### src/rtl/pocket_tuner_pkg.sv
// Shared pocket synth/tuner definitions: note encoding, note frequencies,
// period width and the match-window helper.
package pocket_tuner_pkg;

    localparam int PERIOD_W = 24;

    // Integer note frequencies in Hz, shared with the synth tone generator.
    localparam int unsigned FREQ_C4 = 262;
    localparam int unsigned FREQ_E4 = 330;
    localparam int unsigned FREQ_G4 = 392;
    localparam int unsigned FREQ_B4 = 494;

    typedef logic [PERIOD_W-1:0] period_t;

    typedef enum logic [2:0] {
        NOTE_C4   = 3'd0,
        NOTE_E4   = 3'd1,
        NOTE_G4   = 3'd2,
        NOTE_B4   = 3'd3,
        NOTE_NONE = 3'd4
    } note_t;

    typedef enum logic [1:0] {
        ST_IDLE,
        ST_ARMED,
        ST_TRACK
    } tuner_state_t;

    typedef struct packed {
        period_t lo;
        period_t hi;
    } window_t;

    // Half period is truncated first so the synth and tuner agree exactly.
    function automatic period_t half_period(input int unsigned clk_freq, input int unsigned freq);
        return period_t'(clk_freq / (2 * freq));
    endfunction

    function automatic period_t half_c4(input int unsigned clk_freq);
        return half_period(clk_freq, FREQ_C4);
    endfunction

    function automatic period_t half_e4(input int unsigned clk_freq);
        return half_period(clk_freq, FREQ_E4);
    endfunction

    function automatic period_t half_g4(input int unsigned clk_freq);
        return half_period(clk_freq, FREQ_G4);
    endfunction

    function automatic period_t half_b4(input int unsigned clk_freq);
        return half_period(clk_freq, FREQ_B4);
    endfunction

    // Inclusive window: expected +/- (expected >> tol_shift).
    function automatic window_t note_window(input period_t expected, input int unsigned tol_shift);
        window_t w;
        w.lo = expected - (expected >> tol_shift);
        w.hi = expected + (expected >> tol_shift);
        return w;
    endfunction

endpackage

### src/rtl/pocket_tuner_sync_edge_detect.sv
// Two-flop synchronizer for an asynchronous pin plus a one-cycle rise pulse.
module pocket_tuner_sync_edge_detect (
    input  logic clk,
    input  logic rst_n,
    input  logic din,
    output logic rise
);

    logic [1:0] sync;
    logic       prev;

    // Synchronize the pin and keep the previous synchronized level.
    always_ff @(posedge clk or negedge rst_n) begin
        if (!rst_n) begin
            sync <= 2'b00;
            prev <= 1'b0;
        end else begin
            sync <= {sync[0], din};
            prev <= sync[1];
        end
    end

    assign rise = sync[1] & ~prev;

endmodule

### src/rtl/pocket_tuner.sv
// Square-wave note tuner: measures rise-to-rise period, classifies it as one
// of four synth notes and reports a debounced lock on LEDs.
module pocket_tuner
    import pocket_tuner_pkg::*;
#(
    parameter int unsigned CLK_FREQ    = 50_000_000,
    parameter int unsigned TOL_SHIFT   = 5,
    parameter int unsigned MATCH_COUNT = 3,
    parameter int unsigned TIMEOUT     = CLK_FREQ / 100
) (
    input  logic                clk,
    input  logic                rst_n,
    input  logic                audio_in,
    output logic                note_valid,
    output logic [1:0]          note_id,
    output logic [3:0]          leds,
    output logic                note_change,
    output logic [PERIOD_W-1:0] period
);

    localparam window_t WIN_C4 = note_window(half_c4(CLK_FREQ) << 1, TOL_SHIFT);
    localparam window_t WIN_E4 = note_window(half_e4(CLK_FREQ) << 1, TOL_SHIFT);
    localparam window_t WIN_G4 = note_window(half_g4(CLK_FREQ) << 1, TOL_SHIFT);
    localparam window_t WIN_B4 = note_window(half_b4(CLK_FREQ) << 1, TOL_SHIFT);

    localparam period_t    TO_LAST   = period_t'(TIMEOUT - 1);
    localparam logic [2:0] MATCH_MAX = 3'(MATCH_COUNT);

    // Windows are disjoint, so at most one test can hit.
    function automatic note_t classify(input period_t p);
        note_t n;
        n = NOTE_NONE;
        if (p >= WIN_C4.lo && p <= WIN_C4.hi) n = NOTE_C4;
        if (p >= WIN_E4.lo && p <= WIN_E4.hi) n = NOTE_E4;
        if (p >= WIN_G4.lo && p <= WIN_G4.hi) n = NOTE_G4;
        if (p >= WIN_B4.lo && p <= WIN_B4.hi) n = NOTE_B4;
        return n;
    endfunction

    logic         rise;
    tuner_state_t state, state_nxt;
    period_t      cnt, cnt_nxt, period_nxt, p_meas;
    note_t        cand, cand_nxt, hit;
    logic [2:0]   match_cnt, match_nxt;
    logic         valid_d;

    pocket_tuner_sync_edge_detect u_sync (
        .clk   (clk),
        .rst_n (rst_n),
        .din   (audio_in),
        .rise  (rise)
    );

    // Measured period is cnt+1, pinned at full scale once cnt saturates.
    assign p_meas  = (cnt == '1) ? cnt : cnt + 1'b1;
    assign hit     = classify(p_meas);
    assign valid_d = (match_cnt >= MATCH_MAX);

    // State, counter, last period and candidate/match tracking.
    always_ff @(posedge clk or negedge rst_n) begin
        if (!rst_n) begin
            state     <= ST_IDLE;
            cnt       <= '0;
            period    <= '0;
            cand      <= NOTE_NONE;
            match_cnt <= '0;
        end else begin
            state     <= state_nxt;
            cnt       <= cnt_nxt;
            period    <= period_nxt;
            cand      <= cand_nxt;
            match_cnt <= match_nxt;
        end
    end

    // Next-state: arm on the first edge, measure and classify on later edges,
    // drop to IDLE when the input goes quiet (a coincident rise wins).
    always_comb begin
        state_nxt  = state;
        cnt_nxt    = (cnt == '1) ? cnt : cnt + 1'b1;
        period_nxt = period;
        cand_nxt   = cand;
        match_nxt  = match_cnt;
        case (state)
            ST_ARMED, ST_TRACK: begin
                if (rise) begin
                    cnt_nxt    = '0;
                    period_nxt = p_meas;
                    state_nxt  = ST_TRACK;
                    if (hit == NOTE_NONE) begin
                        cand_nxt  = NOTE_NONE;
                        match_nxt = '0;
                    end else if (hit == cand) begin
                        if (match_cnt < MATCH_MAX) match_nxt = match_cnt + 3'd1;
                    end else begin
                        cand_nxt  = hit;
                        match_nxt = 3'd1;
                    end
                end else if (cnt == TO_LAST) begin
                    state_nxt = ST_IDLE;
                    cnt_nxt   = '0;
                    cand_nxt  = NOTE_NONE;
                    match_nxt = '0;
                end
            end
            default: begin
                cnt_nxt = '0;
                if (rise) state_nxt = ST_ARMED;
            end
        endcase
    end

    // Registered lock indication and change pulse.
    always_ff @(posedge clk or negedge rst_n) begin
        if (!rst_n) begin
            note_valid  <= 1'b0;
            note_id     <= 2'd0;
            note_change <= 1'b0;
        end else begin
            note_valid  <= valid_d;
            note_id     <= valid_d ? 2'(cand) : 2'd0;
            note_change <= valid_d && (!note_valid || (2'(cand) != note_id));
        end
    end

    assign leds = note_valid ? (4'b0001 << note_id) : 4'b0000;

endmodule

### config.mk
export PLATFORM = sky130hd
export DESIGN_NAME = pocket_tuner
export DESIGN_NICKNAME = d
export VERILOG_FILES = /design/src/rtl/pocket_tuner_pkg.sv /design/src/rtl/pocket_tuner_sync_edge_detect.sv /design/src/rtl/pocket_tuner.sv
export SDC_FILE = /design/constraint.sdc
export NUM_CORES = 1
export LEC_CHECK = 0
export CORE_ASPECT_RATIO = 0.9
export CORE_MARGIN = 5
export CORE_UTILIZATION = 53
export CTS_BUF_LIST = sky130_fd_sc_hd__clkbuf_16
export DETAILED_ROUTE_END_ITERATION = 7
export PLACE_DENSITY = 0.77
export RECOVER_POWER = 50
export SLEW_MARGIN = 20
export SYNTH_ARGS = -nofsm -noshare
export SYNTH_HDL_FRONTEND = slang
export SYNTH_SLANG_ARGS = --single-unit
export TNS_END_PERCENT = 10
### constraint.sdc
create_clock -name clk -period 3.4 [get_ports clk]
set_input_delay 1.02 -clock clk [delete_from_list [all_inputs] [get_ports clk]]
set_output_delay 1.02 -clock clk [all_outputs]
set_load 0.05 [all_outputs]
==> reports/metrics.cfg <==
[run_status]
status=finished, violations left
violations=negative setup slack

[clocking]
htreeDepth=3
clkLatencyLatePin_ns=0.33
cts_hold_buf=0
cts_num_sinks=63
cts_root_buf=clkbuf_16
cts_tree=done
clk_pin_slew_ns=0.06
cts_made_buffers=9
cts_buffer_depth=2

[power_and_ir_drop]
p_per_area_nw_per_um2=407
vdd_ir_drop_max_mv=0.488
leakage_nw=2.55

[timing]
setup_viol_count_final=4
clock.fmax_ghz=0.281
worst_slew_pin_slew_ns=1.29
period_needed_ns=3.55
min_period_over_period=1.05
setup_ws_ns=-0.153
max_slew_margin=0.139
drv_slew=0
hold_violations=0
finClkSkew_ns=0.00412
rsz0062_at_grt=yes

[route]
wl_mm=14.5
drc_errors=0
first_iter_violations=404
wl_per_cell_um=20.8
antenna_left=0
first_pass_iters=5
viasPerCell=6.16
vias=4309

[final_layout]
final-instance-count-excl-fill=699
fill_cells=494
drive_gt1_frac=0.362
final_common_cell=buf_4
area_growth_pct=49.3
utilization=0.802
nets=604
final_area_um2=5960
antenna_cells=0
layout_common_cells=buf_4, dfrtp_1, nand2_1

[floorplanning]
die-height_um=92.3
rows=30
boundaryPins=35
core_area_um2=7430
die-area_um2=9370
initial_core_util=0.537
die_w_um=101

[synthesis]
syn_inst=456
ys.flop_type=dfrtp_1
yosys_warnings=0
yosys.area.top_type=dfrtp_1
yosysSeqAreaShare=0.395
postSynthAreaPerCell_um2=8.76
synth.distinct_cells=79
synth_area_um2=3990
syn-num-nets=462
async_flop_share=1.00
synth.top_cell.area_share=0.389
synth_area_leaders=dfrtp_1, nand2_1, o21ai_0
ys_ff_latch=63
synth_edf_count=0

[placed_design]
placed_area_um2=5130
gp_congestion=1.00
place_hpwl_mm=10.3
port_buffers=34
placed_cells=661

[global_routing]
grt_max_degree=29
grt_usage=0.309
antenna_found_initial=0
overflow=0
grt_pass1_wl_mm=22.3
grt_pass1_vias=4184

[worst_setup_path]
cp-start-kind=register
path_max_fanout=5
endpoint_kind=register
cp.required_ns=3.61
crit_type=register to register
worstPathArrival_ns=3.77

[job]
maxCapViolCount=0

[min_path]
hold_class=register to register

power breakdown:
part / switching [W] / internal, W
combinational: 0.000441 / 0.000218
clock: 0.000358 / 0.000494
sequential: 0.0000852 / 0.000829
worst max-delay path, stage by stage, from the launching register on:
cell	delay, ns
dfrtp_1	0.42
buf_6	0.16
nand3_1	0.12
nand2b_4	0.19
buf_4	0.16
a211oi_4	0.35
xor2_1	0.28
and3_4	0.26
a31oi_2	0.10
o221a_4	0.33
or4_4	0.44
a21oi_4	0.20
a31oi_4	0.11
mux2_4	0.31
registers in the layout, summed over array words and instances, names as in the netlist:
name / flops
cnt: 24
period: 24
cand: 3
match_cnt: 3
note_id: 2
state: 2
u_sync.sync: 2
note_change: 1
note_valid: 1
u_sync.prev: 1
metal layers:
layer	vias up	track usage	share of wire
li1	1993	-	-
met1	2046	0.418	0.42
met2	232	0.500	0.47
met3	38	0.0474	0.075
met4	0	0.109	0.028
met5	-	0	0
cell families (layout without fill, tap and decap cells):
| logic type | count (synthesis) | count (layout) | synth area share |
|---|---|---|---|
| buffers and inverters | 35 | 181 | 0.0404 |
| flip-flops | 63 | 63 | 0.395 |
| AO/OA/AOI/OAI | 122 | 122 | 0.207 |
| adder cells (fa/ha/maj) | 3 | 3 | 0.00940 |
| AND/OR/NAND/NOR | 206 | 207 | 0.285 |
| multiplexers | 3 | 3 | 0.00877 |
| XOR/XNOR | 24 | 24 | 0.0545 |
cell usage after synthesis, types with 3 or more instances:
| cell type | instances |
|---|---|
| and2_1 | 4 |
| and3_1 | 10 |
| nor2b_1 | 3 |
| xor2_1 | 7 |
| o21ai_0 | 36 |
| o31ai_1 | 7 |
| nand2_1 | 55 |
| o22ai_1 | 5 |
| nand3_1 | 12 |
| o41ai_1 | 3 |
| a211oi_1 | 6 |
| a2111oi_0 | 3 |
| nand4_1 | 14 |
| a21o_1 | 3 |
| and4_1 | 6 |
| nor3b_1 | 4 |
| clkbuf_1 | 9 |
| ha_1 | 3 |
| nor4_1 | 5 |
| dfrtp_1 | 62 |
| buf_2 | 14 |
| buf_4 | 3 |
| a21oi_1 | 18 |
| nand2b_1 | 5 |
| nor4b_1 | 4 |
| o211ai_1 | 3 |
| nor2_1 | 44 |
| a31oi_1 | 10 |
| xnor2_1 | 16 |
| inv_1 | 7 |
| nor3_1 | 16 |
path summary, 6_finish.rpt:
path | from | endpoint | slack, ns | cells after the start
max | cnt[13] | cand[0] | -0.15 | 13
min | u_sync.sync[0] | u_sync.sync[1] | 0.36 | 0
max reg2reg | cnt[13] | cand[0] | -0.15 | 13
min reg2reg | u_sync.sync[0] | u_sync.sync[1] | 0.36 | 0
max in group asynchronous | rst_n | cnt[2] | 0.66 | 2
min in group asynchronous | rst_n | period[23] | 0.90 | 1
per-stage QoR:
step	total power, W	hold slack, ns	setup TNS, ns	setup slack [ns]
finish	0.00242	0.360	-0.308	-0.153
global route	0.00253	0.374	-0.471	-0.189
CTS	0.00243	0.363	0	0.00687
detailed placement	0.00155	0.340	-0.302	-0.176
global placement	0.00153	0.342	-0.245	-0.140
floorplan	0.00133	0.331	0	0.0252
final cells by class:
class	count	area (µm²)	share of cell area
repair buffers	158	1270	0.214
clock inverters	7	48.8	0.00819
flip-flops and latches	63	1580	0.266
well taps	96	120	0.0202
clock buffers	9	225	0.0378
multi-input cells	359	2680	0.450
inverters	7	26.3	0.00441
what timing repair did:
| item | in CTS | in global routing |
|---|---|---|
| setup endpoints to repair | 4 | 4 |
| pin swaps | 15 | 25 |
| gates cloned | 1 | 0 |
| setup buffers | 7 | 14 |
| gates resized for setup | 40 | 43 |
Note: power is estimated with default switching activity, not from simulation.
